`src/rtl/elevator_pkg.sv`:
```
// Definitions shared by the elevator controller blocks: floor width,
// sweep direction encoding and the request scheduler state encoding.
package elevator_pkg;

  localparam int FLOOR_W = 4;

  localparam logic DIR_UP   = 1'b0;
  localparam logic DIR_DOWN = 1'b1;

  typedef enum logic [1:0] {
    ST_IDLE  = 2'd0,
    ST_SERVE = 2'd1,
    ST_DWELL = 2'd2
  } sched_state_e;

endpackage

```
`src/rtl/button_debounce.sv`:
```
// One call button: 2-flop synchroniser, stability counter and a one-cycle
// pulse when the debounced level rises.
module button_debounce #(
  parameter int DEBOUNCE_CYCLES = 250000
) (
  input  logic clk,
  input  logic rst_n,
  input  logic i_btn,
  output logic o_rise
);

  localparam int CNT_W = (DEBOUNCE_CYCLES > 1) ? $clog2(DEBOUNCE_CYCLES) : 1;
  localparam logic [CNT_W-1:0] CNT_LAST = CNT_W'(DEBOUNCE_CYCLES - 1);

  logic             r_sync1;
  logic             r_sync2;
  logic             r_level;
  logic             r_rise;
  logic [CNT_W-1:0] r_cnt;

  // Synchronise, count consecutive mismatches and flip the level on the last one
  always_ff @(posedge clk or negedge rst_n) begin
    if (!rst_n) begin
      r_sync1 <= 1'b0;
      r_sync2 <= 1'b0;
      r_level <= 1'b0;
      r_rise  <= 1'b0;
      r_cnt   <= '0;
    end else begin
      r_sync1 <= i_btn;
      r_sync2 <= r_sync1;
      r_rise  <= 1'b0;
      if (r_sync2 != r_level) begin
        if (r_cnt == CNT_LAST) begin
          r_level <= r_sync2;
          r_rise  <= r_sync2;
          r_cnt   <= '0;
        end else begin
          r_cnt <= r_cnt + CNT_W'(1);
        end
      end else begin
        r_cnt <= '0;
      end
    end
  end

  assign o_rise = r_rise;

endmodule

```
`src/rtl/floor_request_scheduler.sv`:
```
// Latches debounced call buttons as pending requests and chooses the next
// floor with a collective sweep, holding each served floor for a door dwell.
module floor_request_scheduler
  import elevator_pkg::*;
#(
  parameter int NUM_FLOORS      = 8,
  parameter int DEBOUNCE_CYCLES = 250000,
  parameter int DWELL_CYCLES    = 20000000
) (
  input  logic                  clk,
  input  logic                  rst_n,
  input  logic [NUM_FLOORS-1:0] i_btn,
  input  logic [FLOOR_W-1:0]    i_current_floor,
  output logic [FLOOR_W-1:0]    o_requested_floor,
  output logic [NUM_FLOORS-1:0] o_pending,
  output logic                  o_dir_down,
  output logic                  o_door_open
);

  localparam int DW_W = (DWELL_CYCLES > 1) ? $clog2(DWELL_CYCLES) : 1;
  localparam logic [DW_W-1:0]    DW_LAST = DW_W'(DWELL_CYCLES - 1);
  localparam logic [FLOOR_W-1:0] NUM_F   = FLOOR_W'(NUM_FLOORS);

  sched_state_e          r_state, w_state_nx;
  logic [FLOOR_W-1:0]    r_target, w_target_nx;
  logic [FLOOR_W-1:0]    r_req, w_req_nx;
  logic                  r_dir_down, w_dir_nx;
  logic                  r_door, w_door_nx;
  logic [DW_W-1:0]       r_dwell_cnt, w_dwell_nx;
  logic [NUM_FLOORS-1:0] r_pending;

  logic [NUM_FLOORS-1:0] w_rise, w_set, w_clear, w_tgt_onehot;
  logic                  w_cur_valid, w_at_cur;
  logic                  w_up_found, w_dn_found, w_ahead_found, w_behind_found;
  logic [FLOOR_W-1:0]    w_up_floor, w_dn_floor, w_ahead_floor, w_behind_floor;
  logic                  w_ahead_closer;

  for (genvar g = 0; g < NUM_FLOORS; g++) begin : g_btn
    button_debounce #(.DEBOUNCE_CYCLES(DEBOUNCE_CYCLES)) u_debounce (
      .clk    (clk),
      .rst_n  (rst_n),
      .i_btn  (i_btn[g]),
      .o_rise (w_rise[g])
    );
  end

  // Nearest pending floor above (lowest wins) and below (highest wins) the car
  always_comb begin
    w_up_found   = 1'b0;
    w_up_floor   = '0;
    w_dn_found   = 1'b0;
    w_dn_floor   = '0;
    w_at_cur     = 1'b0;
    w_tgt_onehot = '0;
    for (int f = NUM_FLOORS - 1; f >= 0; f--) begin
      w_up_floor = (r_pending[f] && (FLOOR_W'(f) > i_current_floor)) ? FLOOR_W'(f) : w_up_floor;
      w_up_found = w_up_found | (r_pending[f] && (FLOOR_W'(f) > i_current_floor));
    end
    for (int f = 0; f < NUM_FLOORS; f++) begin
      w_dn_floor      = (r_pending[f] && (FLOOR_W'(f) < i_current_floor)) ? FLOOR_W'(f) : w_dn_floor;
      w_dn_found      = w_dn_found | (r_pending[f] && (FLOOR_W'(f) < i_current_floor));
      w_at_cur        = w_at_cur | (r_pending[f] && (FLOOR_W'(f) == i_current_floor));
      w_tgt_onehot[f] = (FLOOR_W'(f) == r_target);
    end
  end

  assign w_cur_valid    = (i_current_floor < NUM_F);
  assign w_ahead_found  = r_dir_down ? w_dn_found : w_up_found;
  assign w_ahead_floor  = r_dir_down ? w_dn_floor : w_up_floor;
  assign w_behind_found = r_dir_down ? w_up_found : w_dn_found;
  assign w_behind_floor = r_dir_down ? w_up_floor : w_dn_floor;
  assign w_ahead_closer = r_dir_down ? (w_ahead_floor > r_target) : (w_ahead_floor < r_target);

  // Next-state and next-output decode for the scheduler FSM
  always_comb begin
    w_state_nx  = r_state;
    w_target_nx = r_target;
    w_req_nx    = r_req;
    w_dir_nx    = r_dir_down;
    w_door_nx   = 1'b0;
    w_dwell_nx  = '0;
    w_clear     = '0;
    if (!w_cur_valid) begin
      w_state_nx = ST_IDLE;
      w_req_nx   = '0;
    end else begin
      case (r_state)
        ST_IDLE: begin
          if (r_pending == '0) begin
            w_req_nx = i_current_floor;
          end else if (w_at_cur) begin
            w_state_nx  = ST_DWELL;
            w_target_nx = i_current_floor;
            w_req_nx    = i_current_floor;
            w_door_nx   = 1'b1;
          end else if (w_ahead_found) begin
            w_state_nx  = ST_SERVE;
            w_target_nx = w_ahead_floor;
            w_req_nx    = w_ahead_floor;
          end else begin
            w_state_nx  = ST_SERVE;
            w_dir_nx    = ~r_dir_down;
            w_target_nx = w_behind_floor;
            w_req_nx    = w_behind_floor;
          end
        end
        ST_SERVE: begin
          if (i_current_floor == r_target) begin
            w_state_nx = ST_DWELL;
            w_door_nx  = 1'b1;
          end else if (w_ahead_found && w_ahead_closer) begin
            w_target_nx = w_ahead_floor;
            w_req_nx    = w_ahead_floor;
          end else begin
            w_req_nx = r_target;
          end
        end
        ST_DWELL: begin
          if (r_dwell_cnt == DW_LAST) begin
            w_state_nx = ST_IDLE;
            w_clear    = w_tgt_onehot;
          end else begin
            w_door_nx  = 1'b1;
            w_dwell_nx = r_dwell_cnt + DW_W'(1);
          end
        end
        default: begin
          w_state_nx = ST_IDLE;
        end
      endcase
    end
  end

  // The dwell floor ignores new presses; a clear beats a same-cycle set
  assign w_set = w_rise & ~((r_state == ST_DWELL) ? w_tgt_onehot : '0);

  // Scheduler state, requests and registered outputs
  always_ff @(posedge clk or negedge rst_n) begin
    if (!rst_n) begin
      r_state     <= ST_IDLE;
      r_target    <= '0;
      r_req       <= '0;
      r_dir_down  <= DIR_UP;
      r_door      <= 1'b0;
      r_dwell_cnt <= '0;
      r_pending   <= '0;
    end else begin
      r_state     <= w_state_nx;
      r_target    <= w_target_nx;
      r_req       <= w_req_nx;
      r_dir_down  <= w_dir_nx;
      r_door      <= w_door_nx;
      r_dwell_cnt <= w_dwell_nx;
      r_pending   <= (r_pending | w_set) & ~w_clear;
    end
  end

  assign o_requested_floor = r_req;
  assign o_pending         = r_pending;
  assign o_dir_down        = r_dir_down;
  assign o_door_open       = r_door;

endmodule

```
`config.mk`:
```
export PLATFORM = sky130hd
export DESIGN_NAME = floor_request_scheduler
export DESIGN_NICKNAME = d
export VERILOG_FILES = /design/src/rtl/elevator_pkg.sv /design/src/rtl/button_debounce.sv /design/src/rtl/floor_request_scheduler.sv
export SDC_FILE = /design/constraint.sdc
export NUM_CORES = 1
export LEC_CHECK = 0
export ABC_AREA = 1
export CAP_MARGIN = 20
export CORE_MARGIN = 4
export CORE_UTILIZATION = 40
export CTS_BUF_LIST = sky130_fd_sc_hd__clkbuf_2 sky130_fd_sc_hd__clkbuf_4 sky130_fd_sc_hd__clkbuf_8
export CTS_CLUSTER_DIAMETER = 120
export DETAILED_ROUTE_END_ITERATION = 12
export HOLD_SLACK_MARGIN = 0.03
export PLACE_DENSITY = 0.52
export SYNTH_ARGS = -nofsm -noshare
export SYNTH_HDL_FRONTEND = slang
export SYNTH_HIERARCHICAL = 1
export SYNTH_SLANG_ARGS = --single-unit
export TNS_END_PERCENT = 1
```
`constraint.sdc`:
```
create_clock -name clk -period 2.7 [get_ports clk]
set_input_delay 0.27 -clock clk [delete_from_list [all_inputs] [get_ports clk]]
set_output_delay 0.27 -clock clk [all_outputs]
set_load 0.02 [all_outputs]
```
==> summary.txt <==
Power
  • VDD IR max: 0.285 mV
  • Power Dens Cells: 587 nW/um^2
  • Lkg Pwr: 6.47 nW

Timing
  • Final setup fails: 0
  • Max_slew headroom: 0.508
  • Highest Clock Rate: 0.398 GHz
  • Period utilization: 0.930
  • Worst-margin pin slew: 738 ps
  • Slew Limit Fails: 0
  • Min Clock Period, post-route: 2510 ps
  • Clock Skews: 9.42 ps
  • RSZ-0062 raised after global routing: yes
  • Final Hold Vio Count: 0

Routing
  • Initial drt markers: 465
  • Vias: 9779
  • Routed wire per std cell: 12.4 um
  • Aggregate routed wire length: 25700 um
  • Residual DRC: 0
  • TritonRoute pass-1 iters: 5
  • DR vias/cell: 4.69
  • Remaining antenna violation count after routing: 0

Yosys
  • #FFs+latches synth: 221
  • Top FF cell, synth: dfrtp_1
  • Ys async rst share: 1.00
  • Post-Syn Area per Cell: 7.84 sq um
  • Library cells used by synthesis: 36
  • Netlist Area Pre-Place: 12100 sq um
  • Cells after synthesis: 1550
  • Post-synth EDFFs: 0
  • Register area share after synthesis: 0.455
  • YS warnings: 6
  • Syn nets: 1576

Global routing
  • Total grt overflow: 0
  • Vias in the first global route: 9322
  • Met1 Resource Use GR: 0.221
  • Pin count of the biggest net entering global routing: 91
  • Routing usage on met2: 0.246
  • All-Layer GR Usage: 0.157
  • First-pass GRT wire length: 44600 um
  • Antenna violations before repair: 0
  • GR peak layer: met2
  • Grt met3 use: 0.0277

Worst setup path
  • Reg2reg start: o_pending[4]
  • CP endpoint kind: flip-flop
  • Worst setup SP type: input port
  • Crit Path Class: input port to flip-flop
  • Most frequent CP cell: nand2_1
  • Worst reg2reg endpoint: r_target[2]
  • Crit-path max FO: 11
  • R2r setup slk: 220 ps
  • Critical Path RT: 3100 ps
  • Reg2Reg Depth: 19
  • Largest stage delay, worst path: 440 ps
  • Slowest library cell on the worst path: clkdlybuf4s50_1
  • Delay-heaviest family, CP: simple AND/OR/NAND/NOR gates
  • Critical Path AT: 2910 ps
  • CP cell instances: clkdlybuf4s50_1, buf_12, nor2_2, nand2_1, nand2_2, nand2_1, nor2_2, nand2_1, nand2_1, inv_1, ha_4, nand3b_1, a21oi_2, nand3_1, o21ai_2, inv_2, nor2_4, a21oi_2, o21ai_1, nand2_1, nand2_1, o21ai_1
  • CP Buf/Inv Count: 4

Hold path
  • Hold Path Cell Cnt: 1
  • Worst Hold End: g_btn[5].u_debounce/r_sync1
  • Min-Delay Path Class: input port to flip-flop
  • Worst hold start: i_btn[5]

Status
  • Status: finished, final reports clean

Clock tree
  • Worst skew pair latency: 550 ps
  • Clk buf depth: 3
  • CTS clk-pin slew, worst paths: 50 ps
  • CTS tree: built
  • CTS Buf Count: 43
  • CTS Root Cell: clkbuf_8
  • Num Clock Sinks: 221
  • H-Tree Depth: 2

Floorplan
  • Width of the die: 182 um
  • Core footprint: 29800 sq um
  • Core Rows: 63
  • Die area: 33200 sq um
  • Die height: 182 um
  • Starting Density: 0.408
  • # IOs: 28

Place
  • Placed instance count: 1995
  • Gp weighted congestion: 0.860
  • Port Buffer Count: 27
  • Post-Place Cell Area: 13200 sq um
  • Post-DP HPWL: 18600 um

Job
  • Max-cap violations: 0

Cells and area
  • Area of the multi-input gates: 5890 sq um
  • Fillcell total: 2930
  • Final Cell Area: 14300 sq um
  • Synth-to-Final Area Change: 17.9%
  • Most frequent cells in the layout: 305 x nand2_1, 295 x nor2_1, 221 x dfrtp_1, 159 x inv_1, 89 x nand3_1
  • Register Area: 5530 sq um
  • Final cell count without fillers: 2083
  • Most common cell after layout, fill and taps aside: nand2_1
  • Share of cells above drive strength 1: 0.190
  • Net count, final: 1687
  • Diodes inserted: 0
## report_power, final
group / leakage [nW] / internal, mW / switching (mW)
combinational: 2.95 / 0.481 / 0.702
sequential: 3.00 / 3.42 / 0.125
clock: 0.517 / 2.22 / 1.46
## stage by stage
| stage | power, mW | hold WS, ps | TNS (ps) | worst slack, ps | util |
|---|---|---|---|---|---|
| floorplan | 4.18 | -25.6 | 0 | 189 | - |
| global placement | 4.65 | 332 | -3680 | -527 | 0.442 |
| detailed placement | 4.67 | 337 | -4140 | -598 | 0.442 |
| CTS | 8.47 | 110 | 0 | 19.2 | 0.476 |
| global route | 8.89 | 130 | -425 | -114 | 0.480 |
| finish | 8.40 | 163 | 0 | 190 | 0.480 |
## flip-flops by register name, indices dropped and copies added (netlist names)
register                  count
r_target                      4
g_btn.u_debounce/r_cnt      144
o_door_open                   1
o_pending                     8
o_requested_floor             4
r_dwell_cnt                  25
g_btn.u_debounce/r_sync2      8
g_btn.u_debounce/r_sync1      8
g_btn.u_debounce/o_rise       8
g_btn.u_debounce/r_level      8
o_dir_down                    1
r_state                       2
## worst max-delay path by stage
stage | endpoint | from | depth (start not counted) | slack, ps
after floorplan | r_target[2] | o_pending[4] | 20 | 190
after global placement | r_target[2] | i_current_floor[2] | 22 | -530
after detailed placement | r_target[2] | i_current_floor[2] | 20 | -600
after CTS | r_target[2] | i_current_floor[0] | 21 | 20
after global routing | r_target[2] | o_pending[7] | 23 | -110
final | r_target[2] | i_current_floor[1] | 22 | 190
## final cells by class
| type | count | area share |
|---|---|---|
| flip-flops and latches | 221 | 0.386 |
| clock buffers | 67 | 0.0600 |
| repair buffers | 81 | 0.0503 |
| clock inverters | 10 | 0.00752 |
| inverters | 191 | 0.0501 |
| multi-input cells | 1123 | 0.412 |
| well taps | 390 | 0.0341 |
## cell usage after synthesis, types with 28 or more instances
cell type / n / area (sq um)
xor2_1: 55 / 482
a21oi_1: 49 / 245
xnor2_1: 37 / 324
nor2_1: 295 / 1110
nand2_1: 314 / 1180
nand2_2: 60 / 375
nor3_1: 32 / 160
nor2_2: 34 / 213
nor2_4: 28 / 315
nand4_1: 31 / 194
inv_1: 165 / 619
nand3_1: 91 / 455
dfrtp_1: 221 / 5530
## metal layers
metal	vias to the layer above	part of all wire	wire [um]
li1	5083	-	-
met1	4507	0.49	12700
met2	136	0.44	11300
met3	53	0.041	1060
met4	0	0.025	644
met5	-	0	0
## cells by family after synthesis
logic type	count (synthesis)	share of synthesized area
XOR/XNOR	92	0.0663
AND/OR/NAND/NOR	926	0.358
AO/OA/AOI/OAI	92	0.0407
adder cells (fa/ha/maj)	12	0.0124
flip-flops	221	0.455
buffers and inverters	207	0.0676
## timing repair
| action | CTS | global route |
|---|---|---|
| gates resized for setup | 2 | 31 |
| hold buffers | 1 | 0 |
| buffers inserted | 3 | 6 |
| endpoints found under the hold margin | 83 | 0 |
| cloned | 1 | 0 |
| pin swaps | 1 | 14 |
| setup endpoints to repair | 1 | 8 |
No activity file was read; power rests on OpenSTA's default activity.
==> RTL edit (same flow settings) <==
Set the package constant `FLOOR_W` to 3 (it was 4).
--- a/src/rtl/elevator_pkg.sv
+++ b/src/rtl/elevator_pkg.sv
@@ -2,7 +2,7 @@
 // sweep direction encoding and the request scheduler state encoding.
 package elevator_pkg;
 
-  localparam int FLOOR_W = 4;
+  localparam int FLOOR_W = 3;
 
   localparam logic DIR_UP   = 1'b0;
   localparam logic DIR_DOWN = 1'b1;
Interface: changed (resized i_current_floor and o_requested_floor); port bits go from 28 to 26. No check against the original RTL was run, so the function may have changed too.
==> RTL edit against the unedited design <==
Clock skew rose by 0.0041 ns; sequential share of layout area increased by 4.9 points; largest cell class is now sequential cells; via count is 29% lower; critical path type is now reg2out; sequential cell count is 37 lower; worst setup slack better by 0.82 ns; final area shrank 26%; synthesized area is 21% lower; final cell count shrank 27%; routed wire length decreased by 32%.
Power is not compared: it rests on default switching activity, and its combinational part moved more than twofold at a synthesized area within 25%.
==> RTL edit: results (changes against the unedited design) <==
global_route:
  grt_use_met2_pct: 22.7  # -1.9 points
  grtUsageMet3_pct: 3.19  # +0.42 points
  grt_pass1_vias: 6816  # -27%
  met1_usage_pct: 20.1  # -2.1 points
  grt_max_degree: 64  # -30%
  grt_usage_pct: 14.3  # -1.4 points
run_status:
  outcome: "complete, no violations"
placed_design:
  dpl_cell_area_um2: 10200  # -23%
  place_ws_ns: 1.09  # +1.69 ns
  place_congestion: 0.836  # -2.8%
cells_and_area:
  nets: 1217  # -28%
  drive_gt1_share_pct: 13.5  # -5.5 points
clock_tree:
  cts-htree-levels: 4  # +2
  cts_buffers: 17  # -60%
  post_cts.repair.setup_buffers: 0  # -3
  clock_path_buffers: 2  # -1
  clkTransAtPathRegs_ns: 0.10  # +0.05 ns
  cts-resized-gates: 0  # -2
routing:
  wire_per_inst_um: 11.5  # -6.7%
  num_vias: 6912  # -29%
  dr.pass1.iters: 4  # -1
  drt-vias-per-instance: 4.52  # -3.6%
setup_path:
  startpoint: "o_pending[0]"
  crit_path_max_fanout: 2  # -9
  reg2reg_from: "g_btn[1].u_debounce/r_level"
  max_stage_delay_ns: 0.60  # +0.16 ns
sta:
  final.setup_skew_ns: 0.0135  # +0.00409 ns
  worst_pin_slew_ns: 0.725  # -0.0125 ns
synthesis:
  ys_seq_area_share_pct: 48.2  # +2.7 points
  synthTopCellsByCount: "263 x nor2_1, 226 x nand2_1, 184 x dfrtp_1"
hold_path:
  hold_start: "i_btn[2]"
RTL edit: changes by cell type in the layout (fill, tap and decap cells not counted), sizes merged, moves of 16 or more:
cell | unedited run | this run
nor3 | 33 | 17
nor2 | 358 | 311
a21oi | 50 | 27
o21ai | 26 | 8
inv | 193 | 135
buf | 54 | 4
dfrtp | 221 | 184
nand3 | 102 | 79
clkbuf | 67 | 20
nand2 | 375 | 272
RTL edit: cell families (layout without fill, tap and decap cells):
| group | after synthesis | in the layout | share of synthesized area [%] |
|---|---|---|---|
| DFF | 184 | 184 | 48.2 |
| xor gates and xnor gates | 77 | 77 | 7.14 |
| buffers and inverters | 138 | 187 | 5.62 |
| adders and majority gates | 8 | 8 | 1.05 |
| and+or+nand+nor | 706 | 706 | 35.5 |
| AOI/OAI and AO/OA | 42 | 42 | 2.42 |
| other | 1 | 5 | 0.0393 |
RTL edit: per-layer routing:
metal | vias to the layer above | routed length (um)
met5 | - | 0
met4 | 0 | 155
met3 | 8 | 500
met2 | 66 | 7890
met1 | 3200 | 9070
li1 | 3638 | -
RTL edit: area by class of cell:
cell class,count,area (um^2),share of cell area [%]
clock buffer,19,262,2.47
clock inverter,13,144,1.36
inverter,133,499,4.72
multi-input combinational,838,4420,41.8
sequential,184,4600,43.6
tap,319,399,3.78
timing repair buffer,22,239,2.26
RTL edit: power by group:
part	internal, mW	switching, mW	leakage (nW)
Sequential	2.79	0.0336	2.51
Clock	0.878	1.00	0.188
Combinational	0.0587	0.134	1.88
Total	3.73	1.17	4.58
RTL edit: worst paths after layout:
path | to | slack (ns) | cells past startpoint
max in group asynchronous | g_btn[0].u_debounce/r_cnt[7] | 1.64 | 3
max reg2reg | g_btn[1].u_debounce/r_cnt[6] | 1.12 | 4
max | o_pending[0] | 1.01 | 1
min reg2reg | g_btn[6].u_debounce/r_sync2 | 0.34 | 0
min | g_btn[2].u_debounce/r_sync1 | 0.25 | 1
min in group asynchronous | o_pending[3] | 0.37 | 2
RTL edit: stage by stage:
step	util (%)	hold WS [ns]
floorplan	-	-0.0256
global placement	43.3	0.304
detailed placement	43.3	0.307
CTS	45.0	0.207
global route	45.0	0.196
finish	45.0	0.247
